## config.mk

```make
export PLATFORM = sky130hd
export DESIGN_NAME = dvs_refractory_event_buffer
export DESIGN_NICKNAME = d
export VERILOG_FILES = /design/src/rtl/dvs_refractory_event_buffer.sv
export SDC_FILE = /design/constraint.sdc
export NUM_CORES = 1
export LEC_CHECK = 0
export ABC_CLOCK_PERIOD_IN_PS = 19900
export BUFFER_PORTS_ARGS = -buffer_cell sky130_fd_sc_hd__buf_2
export CAP_MARGIN = 20
export CORE_ASPECT_RATIO = 1.25
export CORE_MARGIN = 2
export CORE_UTILIZATION = 30
export DETAILED_ROUTE_END_ITERATION = 10
export PLACE_DENSITY = 0.54
export SYNTH_ARGS = -nofsm -noshare
export SYNTH_HDL_FRONTEND = slang
export SYNTH_SLANG_ARGS = --single-unit
```

## constraint.sdc

```tcl
create_clock -name clk_i -period 19.9 [get_ports clk_i]
set_clock_uncertainty 0.15 [all_clocks]
set_input_delay 0.995 -clock clk_i [delete_from_list [all_inputs] [get_ports clk_i]]
set_output_delay 0.995 -clock clk_i [all_outputs]
set_load 0.005 [all_outputs]
```

## src/rtl/dvs_refractory_event_buffer.sv

```systemverilog
// dvs_refractory_event_buffer
//   Per-pixel refractory filter feeding an inline circular event FIFO.
//   Each pixel remembers the timestamp of its last accepted event; a new
//   event from the same pixel is discarded if it arrives within refract_i
//   ticks. Accepted events are queued in a show-ahead FIFO. When the FIFO is
//   full the input either back-pressures (drop_mode_i=0) or stays ready and
//   discards the event (drop_mode_i=1). Two saturating counters record
//   filter drops and overflow drops.
// Ports
//   clk_i, reset_i          clock, asynchronous active-high reset
//   refract_i               refractory window in ticks (0 disables filter)
//   drop_mode_i             full policy: 0 backpressure, 1 drop
//   clear_stats_i           synchronous clear of both drop counters
//   valid_i/ready_o         input handshake; x_i, y_i, polarity_i, timestamp_i
//   valid_o/ready_i         output handshake; x_o, y_o, polarity_o, timestamp_o
//   count_o                 FIFO occupancy
//   filt_drops_o            events removed by the refractory filter
//   ovf_drops_o             events dropped on full in drop mode
module dvs_refractory_event_buffer #(
  parameter int WIDTH_P      = 8,
  parameter int HEIGHT_P     = 8,
  parameter int DEPTH_LOG2_P = 4,
  parameter int STAT_W_P     = 16,
  localparam int XW = $clog2(WIDTH_P),
  localparam int YW = $clog2(HEIGHT_P)
) (
  input  logic                    clk_i,
  input  logic                    reset_i,
  input  logic [15:0]             refract_i,
  input  logic                    drop_mode_i,
  input  logic                    clear_stats_i,
  input  logic                    valid_i,
  input  logic [XW-1:0]           x_i,
  input  logic [YW-1:0]           y_i,
  input  logic                    polarity_i,
  input  logic [15:0]             timestamp_i,
  output logic                    ready_o,
  output logic                    valid_o,
  output logic [XW-1:0]           x_o,
  output logic [YW-1:0]           y_o,
  output logic                    polarity_o,
  output logic [15:0]             timestamp_o,
  input  logic                    ready_i,
  output logic [DEPTH_LOG2_P:0]   count_o,
  output logic [STAT_W_P-1:0]     filt_drops_o,
  output logic [STAT_W_P-1:0]     ovf_drops_o
);

  localparam int DEPTH = 2 ** DEPTH_LOG2_P;
  localparam int NPIX  = WIDTH_P * HEIGHT_P;
  localparam int PW    = (NPIX > 1) ? $clog2(NPIX) : 1;

  typedef struct packed {
    logic [XW-1:0] x;
    logic [YW-1:0] y;
    logic          pol;
    logic [15:0]   ts;
  } event_t;

  event_t                  mem [DEPTH];
  logic [DEPTH_LOG2_P-1:0] wr_ptr;
  logic [DEPTH_LOG2_P-1:0] rd_ptr;
  logic [DEPTH_LOG2_P:0]   count;
  logic [15:0]             last_ts [NPIX];
  logic [NPIX-1:0]         seen;
  logic [STAT_W_P-1:0]     filt_cnt;
  logic [STAT_W_P-1:0]     ovf_cnt;

  logic [PW-1:0] pix;
  logic [15:0]   age;
  logic          full;
  logic          fire;
  logic          pass;
  logic          push;
  logic          pop;
  logic          filt_inc;
  logic          ovf_inc;

  // Saturating increment shared by both drop counters.
  function automatic logic [STAT_W_P-1:0] sat_inc(input logic [STAT_W_P-1:0] v);
    return (&v) ? v : v + STAT_W_P'(1);
  endfunction

  // Pixel index is column-major; out-of-range coordinates are not guarded.
  assign pix  = PW'(x_i) * PW'(HEIGHT_P) + PW'(y_i);
  // Modular subtraction makes the age correct across timestamp wrap.
  assign age  = timestamp_i - last_ts[pix];
  assign pass = ~seen[pix] | (refract_i == 16'd0) | (age >= refract_i);

  assign full     = (count == (DEPTH_LOG2_P + 1)'(DEPTH));
  assign ready_o  = drop_mode_i | ~full;
  assign fire     = valid_i & ready_o;
  // Full is judged on the pre-edge count, so a same-cycle pop cannot make room.
  assign push     = fire & pass & ~full;
  assign filt_inc = fire & ~pass;
  assign ovf_inc  = fire & pass & full;

  assign valid_o  = (count != '0);
  assign pop      = valid_o & ready_i;

  assign x_o          = mem[rd_ptr].x;
  assign y_o          = mem[rd_ptr].y;
  assign polarity_o   = mem[rd_ptr].pol;
  assign timestamp_o  = mem[rd_ptr].ts;
  assign count_o      = count;
  assign filt_drops_o = filt_cnt;
  assign ovf_drops_o  = ovf_cnt;

  // FIFO pointers, occupancy, seen flags and drop statistics.
  always_ff @(posedge clk_i or posedge reset_i) begin
    if (reset_i) begin
      wr_ptr   <= '0;
      rd_ptr   <= '0;
      count    <= '0;
      seen     <= '0;
      filt_cnt <= '0;
      ovf_cnt  <= '0;
    end else begin
      if (push) begin
        wr_ptr    <= wr_ptr + DEPTH_LOG2_P'(1);
        seen[pix] <= 1'b1;
      end
      if (pop) begin
        rd_ptr <= rd_ptr + DEPTH_LOG2_P'(1);
      end
      case ({push, pop})
        2'b10:   count <= count + (DEPTH_LOG2_P + 1)'(1);
        2'b01:   count <= count - (DEPTH_LOG2_P + 1)'(1);
        default: count <= count;
      endcase
      // Clear takes priority over a coincident increment.
      if (clear_stats_i) begin
        filt_cnt <= '0;
        ovf_cnt  <= '0;
      end else begin
        if (filt_inc) filt_cnt <= sat_inc(filt_cnt);
        if (ovf_inc)  ovf_cnt  <= sat_inc(ovf_cnt);
      end
    end
  end

  // Event storage and last-accepted timestamps; validity is tracked elsewhere.
  always_ff @(posedge clk_i) begin
    if (push) begin
      mem[wr_ptr]  <= '{x: x_i, y: y_i, pol: polarity_i, ts: timestamp_i};
      last_ts[pix] <= timestamp_i;
    end
  end

endmodule

```

Word-level counts from Yosys, hierarchy flattened. Memory sizes are Yosys's and may differ from the RTL's. Cells that the tools add are included.

Bits in registers: 109. RAM bits: 1392. Input bits: 45. Output and inout port bits: 62. Word-level logic and storage cells: 60. Memories: 2.

Add/subtract/negate cells: 8. Magnitude comparators: 3. Equal/unequal tests: 5. Muxes and demuxes: 13. Bitwise operators: 13. Reductions and logical operators: 10.

Memory list: last_ts (depth 64, width 16, read ports 1, clocked after Yosys merged registers in 0, wr ports 1, RTL line 64) `logic [15:0] last_ts [NPIX];`; mem (depth 16, width 23, read ports 1, clocked after Yosys merged registers in 0, wr ports 1, RTL line 60) `event_t mem [DEPTH];`.

Operators with widths (count): 16-bit 2-to-1 mux (6); 64-bit OR (1); 16-bit by 1-bit adder with 16-bit output, second input constant (2); 16-bit AND reduction (2); 16-bit >= comparator (1); 16-bit zero test (1); 16-bit subtractor (1); 5-bit one-hot mux with 2 select lines (1); 4-bit by 1-bit adder with 4-bit output, second input constant (2); 6-bit by 7-bit less-than comparator with 1-bit output, second input constant (1); 6-bit by 3-bit adder with 6-bit output (1); 1-bit bitwise AND (6); 1-bit binary-select mux with 6-bit select (1); 1-bit demux with 6-bit select (1); 6-bit by 1-bit >= comparator with 1-bit output, second input constant (1); 2-bit nonzero test (3); 5-bit by 1-bit adder with 5-bit output, second input constant (1); 5-bit equality test, second input constant (1); 5-bit nonzero test (1); 5-bit by 1-bit subtractor with 5-bit output, second input constant (1); 1-bit 2-to-1 mux (4); 2-bit != test, second input constant (2); 2-bit AND reduction (2); 1-bit NOT (3); 4 further kinds (6).

Logic depth before layout (Yosys ltp).
Word-level depth: 10. Depth in mapped cells: 38. Depth with buffers taken out: 30.

Least setup slack after synthesis. OpenSTA, ideal clock, no wires.

Kind: input-to-reg. Start point: input y_i[1]. End point: memory mem[3][0] in the netlist's numbering, enable pin. Library setup time: 0.461 ns. Data arrival time: 8.500 ns. Data required time: 19.289 ns. Slack: 10.789 ns. Stages on the path: 29. Buffers on the path: 8. Cells stage by stage: buf_4 > buf_4 > nor3_1 > clkbuf_1 > buf_1 > buf_2 > buf_1 > a22oi_1 > a31oi_1 > a21oi_1 > and3_1 > ha_1 > a21o_1 > a21oi_1 > o21ai_0 > or4b_2 > a31oi_1 > a21o_1 > a21oi_1 > xnor2_1 > ha_1 > and4_1 > nand2_1 > nor2_1 > a21o_1 > o211ai_2 > buf_4 > buf_6 > nor4_1.

Word-level cells in the longest chain between the ends: 10. Elaborated cells between the ends (all ways): 13. Those cells by class: add/sub (2); order compare (1); mux (4); bitwise (5); memory (1).

RTL lines: from (decl) (RTL line 34) `input logic [YW-1:0] y_i,`; 6-bit by 3-bit adder with 6-bit output * (RTL line 85) `assign pix = PW'(x_i) * PW'(HEIGHT_P) + PW'(y_i);`; branches (longest 4 deep; another with memory 64 x 16 bit); 1-bit OR * (RTL line 88) `assign pass = ~seen[pix] | (refract_i == 16'd0) | (age >= refract_i);`; 1-bit bitwise AND * (2 in series) (RTL line 94) `assign push = fire & pass & ~full;`; 1-bit 2-to-1 mux * (RTL line 144) `if (push) begin`; 1-bit 2-to-1 mux (implied by the code) * (RTL line 145) `mem[wr_ptr] <= '{x: x_i, y: y_i, pol: polarity_i, ts: timestamp_i};`; to (decl) (RTL line 60).

Mark *: on every way between the ends. The select of a mux whose other input is x is not followed.

Worst setup path after layout.
Start point: input y_i[2]. End point: memory last_ts[46][14], enable pin.

Word-level cells in the longest chain between the ends: 10. Elaborated cells between the ends (all ways): 13. Those cells by class: add/sub (2); order compare (1); mux (4); bitwise (5); memory (1).

RTL lines (RTL line): 6-bit by 3-bit adder with 6-bit output * (85); branches (longest 9 deep; another with memory 64 x 16 bit); to (decl) (64).

Marked as above.

==> impl_metrics.ini <==
[final_layout]
nFillCells = 17870
multi_input_area_sq_um = 12200
finalNetCount = 3421
layout.area.seq_sq_um = 44500
fin_util_pct = 35.0
drive_gt1_share_pct = 19.9
areaGrowthSynthToFinish_pct = 15.9

[yosys]
yosysWarnings = 0
synth_area_leader_cell = edfxtp_1
synth.most_common_cell = edfxtp_1
yosysUniqueCellTypes = 68
synth_top_area_share_pct = 72.8
synth_commonest_cells = 1392 x edfxtp_1, 304 x a22oi_1, 119 x mux4_2
synth_nets = 3201
syn_area_sq_um = 57400
synth_edf_count = 1392
seq_area_frac_synth_pct = 77.5
ys_ff_latch = 1501
async_flop_share_pct = 7.26
yosys-top-cells-area = edfxtp_1 73%, dfrtp_1 4.7%, mux4_2 4.7%
syn_avg_cell_area_sq_um = 18.5
syn-instance-count = 3111
synthFlopType = edfxtp_1

[sta]
setup_violations = 0
slew_viol_final = 0
period_needed_ps = 9710
hold_violations = 0
setup_tns_ps = 0
fmax_mhz = 103
max_slew_margin_pct = 25.2
period_share_pct = 48.8
rsz0062_at_grt = false
tightest_slew_ps = 1120

[power]
max-vdd-ir-drop_mv = 0.0643
finalPower_mw = 7.48
p_leak_nw = 21.1
p_per_area_nw_per_um2 = 112

[detailed_routing]
drt_first_pass_iters = 6
antenna_left = 0
drc = 0
wl_per_cell_um = 27.7
wirelength_mm = 166
num_vias = 31516
drt-vias-per-instance = 5.26
drt_iter0_markers = 3091

[clock_network]
clkLatencyLatePin_ps = 790
cts_max_level = 4
cts_root_buf = clkbuf_16
cts_buffers = 154
cts_tree = done
postCtsSetupBuffers = 0
holdBufCountCts = 0
cts_max_path_buffers = 3
cts_num_sinks = 1501
ctsResizeCount = 0
cts.clk_slew.worst_paths_ps = 60

[critical_path]
r2r_cells = 25
crit_type = input port to flip-flop
crit_path_frequent_cell = buf_4
crit_required_ps = 20280
cp-start-kind = input port
crit_path_end = last_ts[46][14]
slowest_stage = buf_4
r2r_start = last_ts[37][0]
r2r-end = last_ts[46][14]
crit_path_max_fanout = 62
worst_setup_path_startpoint = y_i[2]
max_stage_delay_ps = 930
critPathCaptureType = flip-flop
worstPathArrival_ps = 10090
reg2reg_slack_ps = 11970

[grt]
antenna_found_initial = 15
grt_start_max_net_pins = 82
grt_pass1_vias = 31271
grt_pass1_wl_mm = 235
gr-total-overflow = 0
gr-usage-all-layers_pct = 16.7

[floorplan]
pin_count = 107
chipWidth_um = 395
die_h_um = 493
initial_core_util_pct = 30.2
die-area_sq_um = 195000
core-area_sq_um = 190000
num_rows = 179

[outcome]
outcome = finished clean

[place]
hpwl_mm = 97.9
gp_congestion = 0.851
port_buffers = 106

[min_path]
hp-class = input port to async pin

[job]
drv_cap = 0
==> registers in the layout, indices dropped and copies added, names as in the netlist <==
register / cells
count_o: 5
filt_drops_o: 16
last_ts: 1024
mem: 368
ovf_drops_o: 16
rd_ptr: 4
seen: 64
wr_ptr: 4
==> power breakdown <==
part	leakage, nW	internal [mW]	switching, mW
logic	4.85	0.444	0.569
clock network	2.34	1.60	1.19
registers	13.9	3.58	0.0964
total	21.1	5.62	1.86
==> metrics by stage <==
step	cells	hold slack, ps	instance area [sq um]	setup slack [ps]
after floorplan	3111	273	57400	10790
after global placement	5704	288	61700	9410
after detailed placement	5709	294	61800	9390
after CTS	5984	158	66600	10230
after global routing	5985	195	66600	9730
final	5987	167	66600	10190
==> worst max-delay path, delay by kind of cell <==
| kind | cells | cell delay [ps] |
|---|---|---|
| AOI/OAI and AO/OA | 8 | 2350 |
| buffers and inverters | 7 | 3430 |
| and+or+nand+nor | 8 | 2240 |
| xor gates and xnor gates | 1 | 170 |
| adders and majority gates | 2 | 650 |
==> cell type report <==
cell class,count,area share (%)
Antenna cell,3,0.0113
Clock buffer,198,6.16
Clock inverter,77,1.07
Inverter,32,0.184
Multi-Input combinational cell,1386,18.3
Sequential cell,1501,66.9
Tap cell,2534,4.76
Timing Repair Buffer,256,2.63
==> placed cells by master, fill, tap and decap left out, types with 6 or more instances in the layout <==
| cell type | count |
|---|---|
| bufinv_16 | 11 |
| buf_4 | 146 |
| a21oi_1 | 68 |
| a22o_1 | 109 |
| buf_2 | 104 |
| xor2_1 | 12 |
| clkbuf_1 | 37 |
| clkinv_2 | 21 |
| or2_1 | 61 |
| mux4_2 | 119 |
| and2_1 | 7 |
| a22oi_1 | 304 |
| or4_1 | 9 |
| nand4_1 | 30 |
| nand3_1 | 41 |
| nor3_2 | 65 |
| clkbuf_8 | 6 |
| clkinv_1 | 31 |
| or3_1 | 18 |
| ha_1 | 43 |
| edfxtp_1 | 1392 |
| xnor2_1 | 18 |
| nor2b_1 | 6 |
| and3_1 | 32 |
| a221oi_1 | 107 |
| mux2i_1 | 11 |
| nand3b_1 | 10 |
| inv_1 | 30 |
| clkbuf_16 | 155 |
| dfrtp_1 | 106 |
| nor3_1 | 7 |
| nor4_1 | 24 |
| nor2_1 | 35 |
| nand2_1 | 29 |
| a31oi_1 | 98 |
| a211oi_1 | 8 |
| o21ai_0 | 27 |
| or2_2 | 8 |
==> how the worst min path moves through the flow <==
stage / cells after the start / endpoint
2_1_floorplan: 1 / seen[18]
3_3_place_gp: 1 / seen[18]
3_5_place_dp: 1 / seen[16]
4_1_cts: 2 / rd_ptr[0]
5_1_grt: 2 / filt_drops_o[11]
6_report: 2 / rd_ptr[0]
==> kinds of logic (layout without fill, tap and decap cells) <==
logic type      count (synthesis)  in the layout  synth area share (%)
flops                        1501           1501                  77.5
compound gates                760            760                  9.91
simple gates                  416            416                  4.53
buf+inv                       224            563                  1.62
mux                           135            135                  4.96
fa+ha+maj                      45             45                  1.01
xor+xnor                       30             30                 0.457
other cells                     0              3                     0
==> routing by layer <==
metal / wire length, um / global-route usage, %
met1: 67500 / 21.7
met2: 80200 / 27.4
met3: 12000 / 3.54
met4: 6180 / 6.44
met5: 69 / 0
No activity file was read; power rests on OpenSTA's default activity.
